[config.mk]
export PLATFORM = sky130hd
export DESIGN_NAME = scan_arbiter
export DESIGN_NICKNAME = d
export VERILOG_FILES = /design/src/rtl/scan_arb_pkg.sv /design/src/rtl/rr_arbiter.sv /design/src/rtl/scan_arbiter.sv
export SDC_FILE = /design/constraint.sdc
export NUM_CORES = 1
export LEC_CHECK = 0
export CORE_MARGIN = 4
export CORE_UTILIZATION = 43
export DETAILED_ROUTE_END_ITERATION = 6
export GPL_ROUTABILITY_DRIVEN = 0
export PLACE_DENSITY_LB_ADDON = 0.1
export SLEW_MARGIN = 5
export SYNTH_ARGS = -nofsm -noshare
export SYNTH_HDL_FRONTEND = slang
export SYNTH_HIERARCHICAL = 1
export SYNTH_SLANG_ARGS = --single-unit
[constraint.sdc]
create_clock -name clk -period 6.18 [get_ports clk]
set_input_delay 0.927 -clock clk [delete_from_list [all_inputs] [get_ports clk]]
set_output_delay 0.927 -clock clk [all_outputs]
set_load 0.005 [all_outputs]
[src/rtl/scan_arb_pkg.sv]
// Shared types and default sizes for the scan chain arbiter.
package scan_arb_pkg;

    typedef enum logic [2:0] {
        S_IDLE,
        S_SETUP,
        S_WAIT_START,
        S_WAIT_DONE,
        S_RESP
    } state_t;

    localparam int DEF_NUM_IOS   = 8;
    localparam int DEF_SEL_W     = 9;
    localparam int DEF_SETUP_CYC = 3;

endpackage

[src/rtl/rr_arbiter.sv]
// Combinational round-robin picker: first request above last_grant, wrapping.
module rr_arbiter #(
    parameter int NUM_REQ = 4,
    parameter int IDX_W   = $clog2(NUM_REQ)
) (
    input  logic [NUM_REQ-1:0] req,
    input  logic [IDX_W-1:0]   last_grant,
    output logic [NUM_REQ-1:0] grant,
    output logic               any
);

    always_comb begin
        int pos;
        grant = '0;
        any   = 1'b0;
        pos   = 0;
        // k = NUM_REQ revisits last_grant itself, so a lone requester can win again
        for (int k = 1; k <= NUM_REQ; k++) begin
            pos = int'(last_grant) + k;
            if (pos >= NUM_REQ) pos = pos - NUM_REQ;
            if (!any && req[pos[IDX_W-1:0]]) begin
                grant[pos[IDX_W-1:0]] = 1'b1;
                any                   = 1'b1;
            end
        end
    end

endmodule

[src/rtl/scan_arbiter.sv]
// Shares one scan controller among NUM_REQ requesters, one full refresh pass per request.
// Optional abort counter enabled by defining SCAN_ARB_TIMEOUT_EN.
module scan_arbiter
    import scan_arb_pkg::*;
#(
    parameter int NUM_REQ   = 4,
    parameter int NUM_IOS   = DEF_NUM_IOS,
    parameter int SEL_W     = DEF_SEL_W,
    parameter int SETUP_CYC = DEF_SETUP_CYC,
    parameter int TIMEOUT   = 4095
) (
    input  logic                       clk,
    input  logic                       reset,
    input  logic [NUM_REQ-1:0]         req_valid,
    input  logic [NUM_REQ*SEL_W-1:0]   req_sel,
    input  logic [NUM_REQ*NUM_IOS-1:0] req_data,
    output logic [NUM_REQ-1:0]         req_ready,
    output logic [NUM_REQ-1:0]         rsp_valid,
    output logic [NUM_IOS-1:0]         rsp_data,
    output logic                       rsp_timeout,
    output logic                       ctl_run,
    output logic [SEL_W-1:0]           ctl_active_select,
    output logic [NUM_IOS-1:0]         ctl_inputs,
    input  logic                       ctl_ready,
    input  logic [NUM_IOS-1:0]         ctl_outputs
);

    localparam int IDX_W = (NUM_REQ > 1) ? $clog2(NUM_REQ) : 1;
    localparam int SU_W  = $clog2(SETUP_CYC + 1);

    state_t               state_q, state_d;
    logic [IDX_W-1:0]     last_grant_q, last_grant_d;
    logic [SU_W-1:0]      su_cnt_q, su_cnt_d;
    logic [NUM_REQ-1:0]   rsp_valid_q, rsp_valid_d;
    logic [NUM_IOS-1:0]   rsp_data_q, rsp_data_d;
    logic                 ctl_run_q, ctl_run_d;
    logic [SEL_W-1:0]     sel_q, sel_d;
    logic [NUM_IOS-1:0]   inputs_q, inputs_d;

    logic [NUM_REQ-1:0]   grant;
    logic                 grant_any;
    logic [IDX_W-1:0]     win_idx;

`ifdef SCAN_ARB_TIMEOUT_EN
    logic [11:0]          tmo_q, tmo_d;
    logic                 rsp_timeout_q, rsp_timeout_d;
`endif

    rr_arbiter #(.NUM_REQ(NUM_REQ), .IDX_W(IDX_W)) u_rr (
        .req        (req_valid),
        .last_grant (last_grant_q),
        .grant      (grant),
        .any        (grant_any)
    );

    always_comb begin
        win_idx = '0;
        for (int i = 0; i < NUM_REQ; i++) begin
            if (grant[i]) win_idx = IDX_W'(i);
        end
    end

    always_comb begin
        state_d      = state_q;
        last_grant_d = last_grant_q;
        su_cnt_d     = su_cnt_q;
        rsp_valid_d  = '0;
        rsp_data_d   = rsp_data_q;
        sel_d        = sel_q;
        inputs_d     = inputs_q;
`ifdef SCAN_ARB_TIMEOUT_EN
        tmo_d         = tmo_q;
        rsp_timeout_d = 1'b0;
`endif
        case (state_q)
            S_IDLE: begin
                if (grant_any) begin
                    for (int i = 0; i < NUM_REQ; i++) begin
                        if (grant[i]) begin
                            sel_d    = req_sel[i*SEL_W +: SEL_W];
                            inputs_d = req_data[i*NUM_IOS +: NUM_IOS];
                        end
                    end
                    last_grant_d = win_idx;
                    su_cnt_d     = '0;
                    state_d      = S_SETUP;
`ifdef SCAN_ARB_TIMEOUT_EN
                    tmo_d = '0;
`endif
                end
            end
            // Give the controller's input synchronizer time before trusting ready
            S_SETUP: begin
                if (su_cnt_q == SU_W'(SETUP_CYC - 1)) state_d = S_WAIT_START;
                else su_cnt_d = su_cnt_q + 1'b1;
            end
            S_WAIT_START: begin
                if (ctl_ready) state_d = S_WAIT_DONE;
            end
            S_WAIT_DONE: begin
                if (ctl_ready) begin
                    rsp_data_d  = ctl_outputs;
                    rsp_valid_d = NUM_REQ'(1) << last_grant_q;
                    state_d     = S_RESP;
                end
            end
            S_RESP:  state_d = S_IDLE;
            default: state_d = S_IDLE;
        endcase
`ifdef SCAN_ARB_TIMEOUT_EN
        if (state_q == S_SETUP || state_q == S_WAIT_START || state_q == S_WAIT_DONE) begin
            tmo_d = tmo_q + 1'b1;
            if (tmo_q == 12'(TIMEOUT - 1) && state_d != S_RESP) begin
                state_d       = S_RESP;
                rsp_valid_d   = NUM_REQ'(1) << last_grant_q;
                rsp_data_d    = '0;
                rsp_timeout_d = 1'b1;
            end
        end
`endif
        ctl_run_d = (state_d != S_IDLE);
    end

    always_ff @(posedge clk) begin
        if (reset) begin
            state_q      <= S_IDLE;
            last_grant_q <= IDX_W'(NUM_REQ - 1);
            su_cnt_q     <= '0;
            rsp_valid_q  <= '0;
            rsp_data_q   <= '0;
            ctl_run_q    <= 1'b0;
            sel_q        <= '0;
            inputs_q     <= '0;
`ifdef SCAN_ARB_TIMEOUT_EN
            tmo_q         <= '0;
            rsp_timeout_q <= 1'b0;
`endif
        end else begin
            state_q      <= state_d;
            last_grant_q <= last_grant_d;
            su_cnt_q     <= su_cnt_d;
            rsp_valid_q  <= rsp_valid_d;
            rsp_data_q   <= rsp_data_d;
            ctl_run_q    <= ctl_run_d;
            sel_q        <= sel_d;
            inputs_q     <= inputs_d;
`ifdef SCAN_ARB_TIMEOUT_EN
            tmo_q         <= tmo_d;
            rsp_timeout_q <= rsp_timeout_d;
`endif
        end
    end

    assign req_ready         = (state_q == S_IDLE && !reset) ? grant : '0;
    assign rsp_valid         = rsp_valid_q;
    assign rsp_data          = rsp_data_q;
    assign ctl_run           = ctl_run_q;
    assign ctl_active_select = sel_q;
    assign ctl_inputs        = inputs_q;
`ifdef SCAN_ARB_TIMEOUT_EN
    assign rsp_timeout = rsp_timeout_q;
`else
    assign rsp_timeout = 1'b0;
`endif

endmodule

==> impl_metrics.ini <==
[power_and_ir_drop]
p_leak_nw = 1.309
vdd_drop_max_mv = 0.1643
switching_share = 0.3454
powerDensity_nw_per_um2 = 300.2
power_switching_mw = 0.3700
p_seq_frac = 0.295
combPwrFrac = 0.507
p_int_mw = 0.7011
clock_power_share = 0.198

[sta]
maxSlewHeadroom = 0.2220
fmax_mhz = 207.4
rsz0062_at_grt = no
hold_violations = 0
fin_skew_ns = 0.008476
fin_crit_ns = 4.821
tightest_slew_ns = 1.165
fin_crit_sh = 0.7801
slew_viol_final = 0
setup_violations = 0
tns_ns = 0

[critical_path]
cp-end-kind = primary output
ff2ff_path_depth = 9
worstPathArrival_ns = 3.89
worstPathRequired_ns = 5.25
path_class = flip-flop to primary output
critPathLaunch = last_grant_q[1]$_SDFFE_PP1P_
rrSetupSlack_ns = 1.84
reg2reg_to = ctl_active_select[7]$_SDFFE_PP0P_
cp-start-kind = flip-flop
crit_fanout = 23
reg2reg_from = last_grant_q[1]$_SDFFE_PP1P_
cp-endpoint = req_ready[3]

[floorplanning]
dieArea_um2 = 6628
start_util = 0.4480
ioPinCount = 118
die_h_um = 81.41
core_area_um2 = 5172
rows = 26
die_width_um = 81.41

[cells_and_area]
num-fill-cells = 431
synthToLayoutAreaGrowth_pct = 54.00
post-route-util = 0.6899
stdcell_count = 419
nets = 440
multiInputGateArea_um2 = 1426
drive_above_1_share = 0.1289
seq_area_um2 = 740.7
num_antenna_cells = 0

[detailed_routing]
num_vias = 2312
drt-total-wl_um = 6770
drtIter0Drc = 127
viasPerCell = 5.518
drcViolationCount = 15
wl_per_cell_um = 16.16
postRouteAntennaNets = 0
drtPass1Iterations = 7

[logic_synthesis]
async_flop_share = 0
synth_cells = 246
synth_edf_count = 0
synth_fp_nets = 338
netlist_area_um2 = 2317
ys_warn_count = 6
synth_flop_cell = dfxtp_1
synth.distinct_cells = 43
ys_seq_area_frac = 0.3197
ys_ff_latch = 37
syn_avg_cell_area_um2 = 9.420

[cts]
clkLatencyLatePin_ns = 0.28
numCtsBuffers = 5
cts-htree-levels = 2
cts_resized = 0
clkTransAtPathRegs_ns = 0.07
cts_tree = built
cts.sinks = 37
post_cts_buffers = 0
cts_buffer_depth = 2
clock-root-buffer = clkbuf_8
ctsHoldBuffers = 0

[grt]
grt_max_degree = 38
track_usage = 0.1988
antenna_found_initial = 0
grt_pass1_vias = 2190
grt_pass1_wl_um = 10420
grt-ovfl-total = 0

[run_status]
status = finished with violations
violations = DRC

[placed_design]
portBuffers = 116
dp.cells = 411
dpl.hpwl_um = 4910

[job]
drv_cap = 0

[worst_hold_path]
min_path_type = flip-flop to flip-flop
==> kinds of logic (layout without fill, tap and decap cells) <==
logic type                 Yosys count  after routing  synth area share
other                                1              1          0.001618
adders and majority gates            9              9           0.04860
muxes                               29             29            0.1431
AOI/OAI and AO/OA                   73             73            0.2500
and+or+nand+nor                     67             67            0.1722
buffers and inverters               30            133           0.06479
DFF                                 37             37            0.3197
==> layer usage <==
layer	vias to the layer above	wire length (um)	GRT usage
li1	1143	-	-
met2	76	3395	0.3396
met5	-	0	0
met4	0	117	0.06250
met1	1085	2782	0.2426
met3	8	474	0.05263
==> power by group through the flow <==
stage / registers, mW / clock network [mW] / logic [mW]
after CTS: 0.316 / 0.218 / 0.544
after detailed placement: 0.321 / 0 / 0.542
after floorplan: 0.318 / 0 / 0.359
final: 0.316 / 0.212 / 0.543
after global placement: 0.320 / 0 / 0.538
after global routing: 0.323 / 0.229 / 0.592
==> per-stage QoR <==
step | power, mW | worst slack (ns) | hold WS, ns | cell area (um^2)
after detailed placement | 0.8632 | 1.451 | 0.4476 | 3452
final | 1.071 | 1.359 | 0.4574 | 3568
after CTS | 1.078 | 1.373 | 0.4581 | 3568
after floorplan | 0.6767 | 2.738 | 0.4435 | 2317
after global routing | 1.144 | 1.111 | 0.4783 | 3568
after global placement | 0.8580 | 1.485 | 0.4421 | 3452
==> registers in the layout, summed over array words and instances (netlist names) <==
signal             cells
su_cnt_q               2
ctl_run                1
ctl_inputs             8
rsp_valid              4
state_q                3
rsp_data               8
ctl_active_select      9
last_grant_q           2
==> cell usage after synthesis (2+ instances only) <==
| cell type | count | area, um^2 |
|---|---|---|
| dfxtp_1 | 37 | 740.7 |
| mux2i_1 | 8 | 80.08 |
| a222oi_1 | 16 | 160.2 |
| ha_1 | 9 | 112.6 |
| or4b_2 | 2 | 20.02 |
| a211oi_2 | 10 | 125.1 |
| a211oi_1 | 7 | 52.55 |
| nand2b_1 | 3 | 18.77 |
| buf_6 | 4 | 45.04 |
| nand2_1 | 25 | 93.84 |
| a221o_1 | 4 | 40.04 |
| nand3_1 | 2 | 10.01 |
| nor3_1 | 4 | 20.02 |
| nor4_1 | 2 | 12.51 |
| buf_2 | 3 | 15.01 |
| a21oi_1 | 29 | 145.1 |
| nor2b_1 | 3 | 18.77 |
| and2_1 | 5 | 31.28 |
| and3b_1 | 2 | 17.52 |
| o21ai_0 | 2 | 10.01 |
| nor4b_1 | 4 | 35.03 |
| nand3b_1 | 2 | 15.01 |
| inv_1 | 7 | 26.28 |
| nor2_1 | 4 | 15.01 |
| clkbuf_1 | 14 | 52.55 |
| mux2_2 | 20 | 225.2 |
| nand4_1 | 2 | 12.51 |
==> worst min path at each step <==
| stage | depth (start not counted) | to | from | slack (ns) |
|---|---|---|---|---|
| global placement | 2 | rsp_data[6]$_SDFFE_PP0N_ | rsp_data[6]$_SDFFE_PP0N_ | 0.44 |
| detailed placement | 2 | rsp_data[5]$_SDFFE_PP0N_ | rsp_data[5]$_SDFFE_PP0N_ | 0.45 |
| global route | 2 | rsp_data[5]$_SDFFE_PP0N_ | rsp_data[5]$_SDFFE_PP0N_ | 0.48 |
| CTS | 2 | rsp_data[5]$_SDFFE_PP0N_ | rsp_data[5]$_SDFFE_PP0N_ | 0.46 |
| floorplan | 2 | su_cnt_q[0]$_SDFFE_PP0P_ | su_cnt_q[0]$_SDFFE_PP0P_ | 0.44 |
| finish | 2 | rsp_data[0]$_SDFFE_PP0N_ | rsp_data[0]$_SDFFE_PP0N_ | 0.46 |
==> critical path: stages (launching register included) <==
cell and delay [ns]:
dfxtp_1 0.69, inv_1 0.20, ha_1 0.45, mux2i_1 0.25, o2111ai_1 0.13, o21ai_0 0.40, a221o_1 0.76, and2_1 0.22
clkdlybuf4s50_1 0.49
==> area by class of cell <==
type,count,share of cell area
clock buffers,7,0.02419
well taps,70,0.02454
flip-flops and latches,37,0.2076
repair buffers,118,0.3282
inverters,7,0.007363
clock inverters,1,0.008415
multi-input cells,179,0.3997
==> cells in the final DEF (no fill, tap or decap), drive strengths merged, types with 4 or more instances in the layout <==
cell type,count
a21oi,29
a222oi,16
clkdlybuf4s50,115
a221o,4
mux2i,8
clkbuf,7
nor3,4
nor4b,5
dfxtp,37
nand2,25
and2,5
inv,7
nor2,4
a211oi,17
mux2,20
ha,9
(Power assumes the default switching activity.)
